===== src/rtl/draw_scheduler_if.sv =====
// rtl/draw_scheduler_if.sv - Requester and drawer-side bus of the draw scheduler
interface draw_scheduler_if #(
   parameter int NUM_REQ = 3,
   parameter int SW      = (NUM_REQ > 1) ? $clog2(NUM_REQ) : 1
) ();
   logic [NUM_REQ-1:0]   req;
   logic [4*NUM_REQ-1:0] req_gx;
   logic [4*NUM_REQ-1:0] req_gy;
   logic [NUM_REQ-1:0]   ack;
   logic                 err;
   logic [NUM_REQ-1:0]   drw_en;
   logic [3:0]           grid_x;
   logic [3:0]           grid_y;
   logic [SW-1:0]        sel;
   logic [NUM_REQ-1:0]   drw_done;
   logic                 plot;

   modport master (
      output req, req_gx, req_gy, drw_done,
      input  ack, err, drw_en, grid_x, grid_y, sel, plot
   );

   modport slave (
      input  req, req_gx, req_gy, drw_done,
      output ack, err, drw_en, grid_x, grid_y, sel, plot
   );
endinterface


===== src/rtl/draw_scheduler.sv =====
// rtl/draw_scheduler.sv - Round-robin arbiter sharing the VGA write port among sprite drawers
module draw_scheduler #(
   parameter int NUM_REQ   = 3,
   parameter int START_LAT = 3,
   parameter int DONE_MASK = 2,
   parameter int TIMEOUT   = 1023
) (
   input  logic            clk,
   input  logic            resetn,
   draw_scheduler_if.slave bus,
   output logic            busy
);
   localparam int SW = (NUM_REQ > 1) ? $clog2(NUM_REQ) : 1;
   localparam int CW = $clog2(TIMEOUT + 1);
   localparam logic [CW-1:0] LAT_M1 = CW'(START_LAT - 1);
   localparam logic [CW-1:0] MASK_C = CW'(DONE_MASK);
   localparam logic [CW-1:0] TO_C   = CW'(TIMEOUT);
   localparam logic [SW-1:0] LAST   = SW'(NUM_REQ - 1);

   localparam logic [1:0] S_IDLE    = 2'd0;
   localparam logic [1:0] S_GRANT   = 2'd1;
   localparam logic [1:0] S_DRAW    = 2'd2;
   localparam logic [1:0] S_RELEASE = 2'd3;

   logic [1:0]         state;
   logic [SW-1:0]      rr_ptr;
   logic [SW-1:0]      sel_q;
   logic [3:0]         gx_q;
   logic [3:0]         gy_q;
   logic [CW-1:0]      cnt;
   logic [NUM_REQ-1:0] ack_q;
   logic               err_q;
   logic               plot_q;

   logic [SW-1:0]      pick;
   logic [3:0]         pick_gx;
   logic [3:0]         pick_gy;
   logic               found;
   logic [NUM_REQ-1:0] sel_oh;
   logic               done_qual;
   logic               out_of_range;

   // Scan upward from rr_ptr with wrap; first set request wins.
   always_comb begin
      int idx;
      idx     = 0;
      pick    = rr_ptr;
      pick_gx = '0;
      pick_gy = '0;
      found   = 1'b0;
      for (int i = 0; i < NUM_REQ; i++) begin
         idx = (int'(rr_ptr) + i) % NUM_REQ;
         if (!found && bus.req[idx]) begin
            found   = 1'b1;
            pick    = SW'(idx);
            pick_gx = bus.req_gx[4*idx +: 4];
            pick_gy = bus.req_gy[4*idx +: 4];
         end
      end
   end

   assign sel_oh       = NUM_REQ'(1) << sel_q;
   assign out_of_range = (gx_q > 4'd7) || (gy_q > 4'd5);
   // A done level left over from the drawer's previous run is ignored early on.
   assign done_qual    = bus.drw_done[sel_q] && (cnt >= MASK_C);

   always_ff @(posedge clk or negedge resetn) begin
      if (!resetn) begin
         state  <= S_IDLE;
         rr_ptr <= '0;
         sel_q  <= '0;
         gx_q   <= '0;
         gy_q   <= '0;
         cnt    <= '0;
         ack_q  <= '0;
         err_q  <= 1'b0;
         plot_q <= 1'b0;
      end else begin
         ack_q  <= '0;
         err_q  <= 1'b0;
         plot_q <= 1'b0;
         case (state)
            S_IDLE: begin
               if (found) begin
                  sel_q <= pick;
                  gx_q  <= pick_gx;
                  gy_q  <= pick_gy;
                  state <= S_GRANT;
               end
            end
            S_GRANT: begin
               cnt <= '0;
               if (out_of_range) begin
                  ack_q <= sel_oh;
                  err_q <= 1'b1;
                  state <= S_RELEASE;
               end else begin
                  state <= S_DRAW;
               end
            end
            S_DRAW: begin
               if (cnt != '1) cnt <= cnt + 1'b1;
               if (done_qual) begin
                  ack_q <= sel_oh;
                  state <= S_RELEASE;
               end else if (cnt == TO_C) begin
                  ack_q <= sel_oh;
                  err_q <= 1'b1;
                  state <= S_RELEASE;
               end else begin
                  // Registered, so plot lines up with the drawer's first valid pixel.
                  plot_q <= (cnt >= LAT_M1);
               end
            end
            default: begin
               rr_ptr <= (sel_q == LAST) ? '0 : sel_q + 1'b1;
               state  <= S_IDLE;
            end
         endcase
      end
   end

   assign bus.ack    = ack_q;
   assign bus.err    = err_q;
   assign bus.drw_en = (state == S_DRAW) ? sel_oh : '0;
   assign bus.grid_x = gx_q;
   assign bus.grid_y = gy_q;
   assign bus.sel    = sel_q;
   assign bus.plot   = plot_q;
   assign busy       = (state != S_IDLE);
endmodule


===== src/flat_wrapper.sv =====
// flat-port wrapper written by rule: the top's interface ports become plain ports
module draw_scheduler_flat 
#(
   parameter int NUM_REQ   = 3,
   parameter int START_LAT = 3,
   parameter int DONE_MASK = 2,
   parameter int TIMEOUT   = 1023
)
  (clk, resetn, busy, bus_req, bus_req_gx, bus_req_gy, bus_drw_done, bus_ack, bus_err, bus_drw_en, bus_grid_x, bus_grid_y, bus_sel, bus_plot);
  draw_scheduler_if #(.NUM_REQ(NUM_REQ)) bus_i ();
  input  logic clk;
  input  logic resetn;
  output logic busy;
  input wire logic [$bits(bus_i.req)-1:0] bus_req;
  input wire logic [$bits(bus_i.req_gx)-1:0] bus_req_gx;
  input wire logic [$bits(bus_i.req_gy)-1:0] bus_req_gy;
  input wire logic [$bits(bus_i.drw_done)-1:0] bus_drw_done;
  output wire logic [$bits(bus_i.ack)-1:0] bus_ack;
  output wire logic [$bits(bus_i.err)-1:0] bus_err;
  output wire logic [$bits(bus_i.drw_en)-1:0] bus_drw_en;
  output wire logic [$bits(bus_i.grid_x)-1:0] bus_grid_x;
  output wire logic [$bits(bus_i.grid_y)-1:0] bus_grid_y;
  output wire logic [$bits(bus_i.sel)-1:0] bus_sel;
  output wire logic [$bits(bus_i.plot)-1:0] bus_plot;
  assign bus_i.req = bus_req;
  assign bus_i.req_gx = bus_req_gx;
  assign bus_i.req_gy = bus_req_gy;
  assign bus_i.drw_done = bus_drw_done;
  assign bus_ack = bus_i.ack;
  assign bus_err = bus_i.err;
  assign bus_drw_en = bus_i.drw_en;
  assign bus_grid_x = bus_i.grid_x;
  assign bus_grid_y = bus_i.grid_y;
  assign bus_sel = bus_i.sel;
  assign bus_plot = bus_i.plot;
  draw_scheduler #(.NUM_REQ(NUM_REQ), .START_LAT(START_LAT), .DONE_MASK(DONE_MASK), .TIMEOUT(TIMEOUT)) u_core (.clk(clk), .resetn(resetn), .bus(bus_i), .busy(busy));
endmodule

===== config.mk =====
export PLATFORM = sky130hd
export DESIGN_NAME = draw_scheduler_flat
export DESIGN_NICKNAME = d
export VERILOG_FILES = /design/src/rtl/draw_scheduler_if.sv /design/src/rtl/draw_scheduler.sv /design/src/flat_wrapper.sv
export SDC_FILE = /design/constraint.sdc
export NUM_CORES = 1
export LEC_CHECK = 0
export CAP_MARGIN = 20
export CORE_ASPECT_RATIO = 0.5
export CORE_MARGIN = 2
export CORE_UTILIZATION = 42
export DETAILED_ROUTE_END_ITERATION = 10
export DONT_BUFFER_PORTS = 1
export HOLD_SLACK_MARGIN = 0.03
export PLACE_DENSITY = 0.58
export SKIP_LAST_GASP = 1
export SLEW_MARGIN = 40
export SYNTH_ARGS = -nofsm -noshare
export SYNTH_HDL_FRONTEND = slang
export SYNTH_SLANG_ARGS = --single-unit

===== constraint.sdc =====
create_clock -name clk -period 4.2 [get_ports clk]
set_clock_uncertainty 0.2 [all_clocks]
set_input_delay 0.63 -clock clk [delete_from_list [all_inputs] [get_ports clk]]
set_output_delay 0.63 -clock clk [all_outputs]
set_load 0.05 [all_outputs]

==> results of run 1 <==
-- kinds of logic after synthesis --
| logic type | after synthesis | synth area share |
|---|---|---|
| xor gates and xnor gates | 3 | 0.00987 |
| adders and majority gates | 15 | 0.0705 |
| buffers and inverters | 36 | 0.0606 |
| muxes | 31 | 0.119 |
| DFF | 29 | 0.273 |
| and+or+nand+nor | 120 | 0.233 |
| AOI/OAI and AO/OA | 94 | 0.234 |
-- state kept, by name (all words and copies together) (netlist names), 2 cells and up --
signal / count
u_core.bus.ack: 3
u_core.cnt: 10
u_core.bus.sel: 2
u_core.rr_ptr: 2
u_core.bus.grid_x: 4
u_core.state: 2
u_core.bus.grid_y: 4
-- through the flow --
| stage | std cells | hold WS [ns] |
|---|---|---|
| after floorplan | 328 | 0.134 |
| after global placement | 398 | 0.135 |
| after detailed placement | 398 | 0.135 |
| after CTS | 408 | 0.317 |
| after global routing | 408 | 0.381 |
| final | 408 | 0.327 |
-- cell usage after synthesis, drive strengths merged, types with 2 or more instances --
| cell | n | area share |
|---|---|---|
| nor2 | 31 | 0.044 |
| dfrtp | 29 | 0.27 |
| o21ai | 28 | 0.053 |
| mux2i | 25 | 0.094 |
| nand2 | 23 | 0.032 |
| a21oi | 21 | 0.041 |
| nand3 | 21 | 0.039 |
| ha | 15 | 0.070 |
| buf | 14 | 0.030 |
| inv | 12 | 0.017 |
| clkbuf | 10 | 0.014 |
| a31oi | 9 | 0.021 |
| o2bb2ai | 7 | 0.023 |
| mux2 | 6 | 0.025 |
| nor3b | 6 | 0.017 |
| nor2b | 5 | 0.012 |
| nor3 | 5 | 0.0094 |
| and3 | 4 | 0.0094 |
| nor4 | 4 | 0.012 |
| or3 | 4 | 0.0094 |
| nand4 | 3 | 0.0070 |
| o311a | 3 | 0.011 |
| o31a | 3 | 0.0099 |
| xor2 | 3 | 0.0099 |
| a211o | 2 | 0.0066 |
| a211oi | 2 | 0.0075 |
| a21boi | 2 | 0.0056 |
| a22oi | 2 | 0.0056 |
| and2 | 2 | 0.0047 |
| nand2b | 2 | 0.0047 |
| nand3b | 2 | 0.0056 |
| nand4b | 2 | 0.0066 |
| o211ai | 2 | 0.0075 |
| o21a | 2 | 0.0056 |
| o221ai | 2 | 0.0066 |
| o31ai | 2 | 0.0056 |
-- worst max-delay path, stage by stage (launching register included) --
cell      delay [ns]
dfrtp_1         0.45
inv_1           0.14
ha_1            0.79
o21ai_1         0.15
a31o_1          0.28
nor4_2          0.58
buf_4           0.28
nor2_1          0.05
a211oi_1        0.21
-- path summary, 6_finish.rpt --
path                       cells past startpoint  slack (ns)                   end        startpoint
hold reg to reg                                1        0.33         u_core.cnt[7]     u_core.cnt[7]
max in group asynchronous                      2        3.04  u_core.bus.grid_x[0]            resetn
setup reg to reg                               8        0.97  u_core.bus.grid_x[0]  u_core.rr_ptr[1]
hold / removal                                 1        0.33         u_core.cnt[7]     u_core.cnt[7]
min in group asynchronous                      2        0.60     u_core.bus.ack[0]            resetn
setup / recovery                               8        0.97  u_core.bus.grid_x[0]  u_core.rr_ptr[1]
-- layout make-up --
| type | instances | area, um^2 | area share |
|---|---|---|---|
| Tap cell | 88 | 110 | 0.0377 |
| Inverter | 12 | 45.0 | 0.0154 |
| Multi-Input combinational cell | 263 | 1790 | 0.614 |
| Clock buffer | 7 | 143 | 0.0488 |
| Timing Repair Buffer | 8 | 75.1 | 0.0257 |
| Clock inverter | 1 | 30.0 | 0.0103 |
| Sequential cell | 29 | 726 | 0.249 |
-- routing by layer --
metal / global-route usage / vias to the layer above
li1: - / 1206
met1: 0.289 / 1134
met3: 0.0497 / 6
met5: 0 / -
met4: 0.0487 / 0
met2: 0.299 / 56
-- power by group through the flow --
stage / registers (mW) / clock network (mW) / logic (mW)
after CTS: 0.723 / 0.420 / 1.18
after floorplan: 0.674 / 0 / 0.967
after detailed placement: 0.729 / 0 / 1.17
after global placement: 0.723 / 0 / 1.15
after global routing: 0.738 / 0.434 / 1.32
final: 0.720 / 0.410 / 1.19
==> results.md, run 1 <==
- Status: complete, no violations
- Clk pwr share: 0.177
- Worst slack, placed: 0.987 ns
- Distinct cells, synth: 58
- DR WL met3: 363 um
- Max cap viols: 0
- Syn Inst Count: 328
- Worst VDD drop: 0.230 mV
- Crit-path max FO: 23
- First-pass GRT wire length: 10900 um
- Number of flops mapped to enable cells by yosys: 0
- Commonest cells after routing, fill and taps aside: nor2_1, dfrtp_1, mux2i_1, o21ai_0, nand2_1
- Post-synthesis cell area: 0.00266 mm^2
- Post-Route M1 WL: 3330 um
- FMAX: 309 MHz
- Net Sw Power: 1.19 mW
- Area Overhead vs Synth: 9.68%
- Worst slew pin tran: 0.837 ns
- Final Util: 0.478
- Net Count, Synth: 375
- TNS Setup: 0 ns
- TritonCTS clock tree: built
- Post-route ant nets: 0
- Share of synthesized registers carrying an async set or reset: 1.00
- Die Width: 117 um
- Post-CTS sizing: 0
- Switch share: 0.515
- Comb power frac: 0.512
- Die ar.: 0.00703 mm^2
- Final setup vio count: 0
- Clk buf depth: 2
- Top_reg_cell synth: dfrtp_1
- #FFs+latches synth: 29
- Tmin final: 3.23 ns
- I/O Buffers: 0
- Share of cells above drive strength 1: 0.0844
- Syn avg cell area: 8.12 um^2
- Largest net degree at the start of global routing: 30
- Top Metal Used: met4
- Arr. time, crit path: 3.21 ns
- RSZ-0062 raised after global routing: no
- Setup Buffers After CTS: 0
- Fin. max-slew vios: 0
- Number of fill cells: 630
- Clock transition at the registers of the reported paths: 0.05 ns
- Setup ws final: 0.968 ns
- Htree depth: 2
- Final worst path period share: 0.770
- Final Hold Viols: 0
- Vias: 2402
- Average routed wire per standard cell: 16.1 um
- CP startpoint kind: flip-flop
- Placed Instance Area: 0.00272 mm^2
- Final instance area: 0.00292 mm^2
- Clk sink count: 29
- Warnings from Yosys: 0
- LEAKAGE: 1.17 nW
- Tot GR Track Use: 0.199
- Grt ovf: 0
- CP Data Required Time: 4.18 ns
- Routed WL: 6560 um
- Routed vias/inst: 5.89
- Slew headroom: 0.440
- Final nets: 366
- Routability congestion estimate: 0.780
- Min-delay worst type: flip-flop to flip-flop
- Initial antenna violation count: 0
- Cell Pwr Density: 793 mW/mm^2
- # hold bufs at CTS: 2
- Die Y-Extent: 60.3 um
- Worst skew pair latency: 0.27 ns
- Starting Density: 0.436
- Pint: 1.12 mW
- Flop pwr share: 0.311
- Pre-antenna DRT Iters: 5
- Top-Level Pins: 51
- Core area: 0.00611 mm^2
- Rows: 20
- DR iter-0 viols: 155
- Critical path class: flip-flop to flip-flop
- Clock Tree Root: clkbuf_16
- Worst setup EP type: flip-flop
- Antenna fix cells: 0
- Placed wire-length estimate: 4910 um
- CTS buffer count: 5
- Met2 wire len: 2820 um
- Vias in the first global route: 2210
- Commonest non-fill, non-tap cell in the layout: nor2_1
- Tot Pwr: 2.31 mW
- Drc violations: 0
- Sequential element share of the synthesized area: 0.273
(Power assumes the default switching activity.)
==> run 2: changes to the inputs <==
--- a/config.mk
+++ b/config.mk
@@ -5,6 +5,7 @@
 export SDC_FILE = /design/constraint.sdc
 export NUM_CORES = 1
 export LEC_CHECK = 0
+export ABC_AREA = 1
 export CAP_MARGIN = 20
 export CORE_ASPECT_RATIO = 0.5
 export CORE_MARGIN = 2
@@ -12,7 +13,7 @@
 export DETAILED_ROUTE_END_ITERATION = 10
 export DONT_BUFFER_PORTS = 1
 export HOLD_SLACK_MARGIN = 0.03
-export PLACE_DENSITY = 0.58
+export PLACE_DENSITY = 0.61
 export SKIP_LAST_GASP = 1
 export SLEW_MARGIN = 40
 export SYNTH_ARGS = -nofsm -noshare
==> constraint.sdc (replaced) <==
create_clock -name clk -period 2.6 [get_ports clk]
set_clock_uncertainty 0.2 [all_clocks]
set_input_delay 0.39 -clock clk [delete_from_list [all_inputs] [get_ports clk]]
set_output_delay 0.39 -clock clk [all_outputs]
set_load 0.05 [all_outputs]
==> run 2 against run 1 <==
Effect of this change: first-iteration DRC count rose by 11%; flip-flop and latch count did not move; count of clock-buffer cells in the layout unchanged; critical endpoint is now bus_drw_en[1].
==> results.md, run 2 <==
- Crit-path max FO: 7
- Routed WL: 6990 um
- Post-CTS sizing: 0
- Fin cells: 538
- Worst hold slack: 0.346 ns
- Setup Buffers After CTS: 0
- Commonest cells after routing, fill and taps aside: nand2_1, inv_1, nor2_1, nand3_1, o21ai_0
- Die Width: 117 um
- Distinct cells, synth: 27
- Rows: 20
- Status: complete, no violations
- CP startpoint kind: flip-flop
- Largest register FFs: 10
- First-pass GRT wire length: 11700 um
- Tmin final: 2.40 ns
- Top_reg_cell synth: dfrtp_1
- Placed insts: 529
- Number of fill cells: 635
- Number of flops mapped to enable cells by yosys: 0
- LEAKAGE: 1.58 nW
- Slew headroom: 0.585
- Routed vias/inst: 4.99
- Critical path class: flip-flop to output port
- Tot Pwr: 4.29 mW
- Final worst path period share: 0.924
- Setup ws final: 0.196 ns
- Die Y-Extent: 60.3 um
- # hold bufs at CTS: 2
- RSZ-0062 raised after global routing: no
- Htree depth: 2
- Fin. max-slew vios: 0
- Drc violations: 0
- Routability congestion estimate: 0.901
- Top Metal Used: met4
- DR WL met3: 496 um
- Switch share: 0.565
- Flop pwr share: 0.253
- Worst VDD drop: 0.528 mV
- Synth area leader: dfrtp_1
- DR iter-0 viols: 172
- TritonCTS clock tree: built
- Largest net degree at the start of global routing: 30
- Initial antenna violation count: 0
- Max cap viols: 0
- Min-delay worst type: primary input to flip-flop
- Worst setup EP type: output port
- Top cells by area, synth: dfrtp_1, nand2_1, nand3_1
- Commonest non-fill, non-tap cell in the layout: nand2_1
- Final setup vio count: 0
- Comb power frac: 0.619
- Post-Route M1 WL: 3550 um
- Clk buf depth: 2
- Vias in the first global route: 2459
- Average routed wire per standard cell: 13.0 um
- Tot GR Track Use: 0.212
- Syn avg cell area: 6.14 um^2
- Top-Level Pins: 51
- Net Sw Power: 2.42 mW
- Area Overhead vs Synth: 13.1%
- Post-route ant nets: 0
- Vias: 2682
- Synth cell count leaders: nand2_1, inv_1, nor2_1
- Hold_sp: bus_drw_done[2]
- Share of synthesized registers carrying an async set or reset: 1.00
- Clk sink count: 29
- Pre-antenna DRT Iters: 5
- I/O Buffers: 0
- Cell Pwr Density: 1420 mW/mm^2
- Biggest register: u_core.cnt
- Clock transition at the registers of the reported paths: 0.05 ns
- Worst slack, placed: 0.230 ns
- Cell with the most instances after synthesis: nand2_1
- Final Hold Viols: 0
- Arr. time, crit path: 1.81 ns
- Crit path launch: u_core.state[0]
- #FFs+latches synth: 29
- Grt ovf: 0
- Worst skew pair latency: 0.27 ns
- Post-synthesis cell area: 0.00267 mm^2
- Placed wire-length estimate: 5390 um
- Net Count, Synth: 481
- Syn Inst Count: 434
- Share of cells above drive strength 1: 0.0889
- CP Data Required Time: 2.01 ns
- Worst R2R Start: u_core.rr_ptr[1]
- Warnings from Yosys: 0
- Synth top area share: 0.272
- Pint: 1.86 mW
- Clock Tree Root: clkbuf_16
- FMAX: 416 MHz
- Sequential element share of the synthesized area: 0.272
- Clk pwr share: 0.128
- Final nets: 497
- Starting Density: 0.436
- Core area: 0.00611 mm^2
- Met2 wire len: 2910 um
- CTS buffer count: 5
- TNS Setup: 0 ns
- Antenna fix cells: 0
- Worst slew pin tran: 0.622 ns
- Die ar.: 0.00704 mm^2
-- run 2: kinds of logic (layout without fill, tap and decap cells) --
family,after synthesis,count (layout),synth area share
and+or+nand+nor,256,256,0.420
buffers and inverters,72,88,0.112
AOI/OAI and AO/OA,58,58,0.112
DFF,29,29,0.272
adders and majority gates,15,15,0.0704
xor gates and xnor gates,4,4,0.0131
-- run 2: final cells by class --
cell class / count / area (um^2) / share of cell area
inverters: 61 / 229 / 0.0760
repair buffers: 20 / 165 / 0.0548
flip-flops and latches: 29 / 726 / 0.241
clock buffers: 7 / 143 / 0.0473
multi-input cells: 333 / 1640 / 0.544
well taps: 88 / 110 / 0.0365
-- run 2: path summary, 6_finish.rpt --
check,end,cells past startpoint,slack [ns]
max in group asynchronous,u_core.cnt[3],2,1.67
worst max register to register,u_core.bus.grid_x[1],10,0.23
worst max-delay path,bus_drw_en[1],5,0.20
min in group asynchronous,u_core.cnt[4],2,0.36
worst min-delay path,u_core.bus.err,5,0.35
worst min register to register,u_core.state[1],2,0.37
-- run 2: per-stage QoR --
| stage | instance area (um^2) | util |
|---|---|---|
| finish | 3010 | 0.493 |
| global route | 3010 | 0.493 |
| CTS | 3010 | 0.493 |
| detailed placement | 2840 | 0.465 |
| global placement | 2840 | 0.465 |
| floorplan | 2670 | - |
-- run 2: worst max-delay path, cell delays in order, from the launching register on --
cell      delay (ns)
dfrtp_1         0.43
inv_1           0.10
ha_1            0.29
clkinv_1        0.29
nor3_1          0.21
buf_4           0.23
-- run 2: metal layers --
layer  GRT usage  vias up
li1            -     1416
met1       0.308     1173
met2       0.319       91
met3      0.0538        2
met4      0.0454        0
met5           0        -
-- run 2: power by group through the flow --
stage	logic [mW]	clock network (mW)	registers (mW)
after detailed placement	2.60	0	1.10
final	2.65	0.549	1.09
after floorplan	1.93	0	1.08
after global placement	2.63	0	1.09
after global routing	3.00	0.585	1.11
after CTS	2.63	0.562	1.09
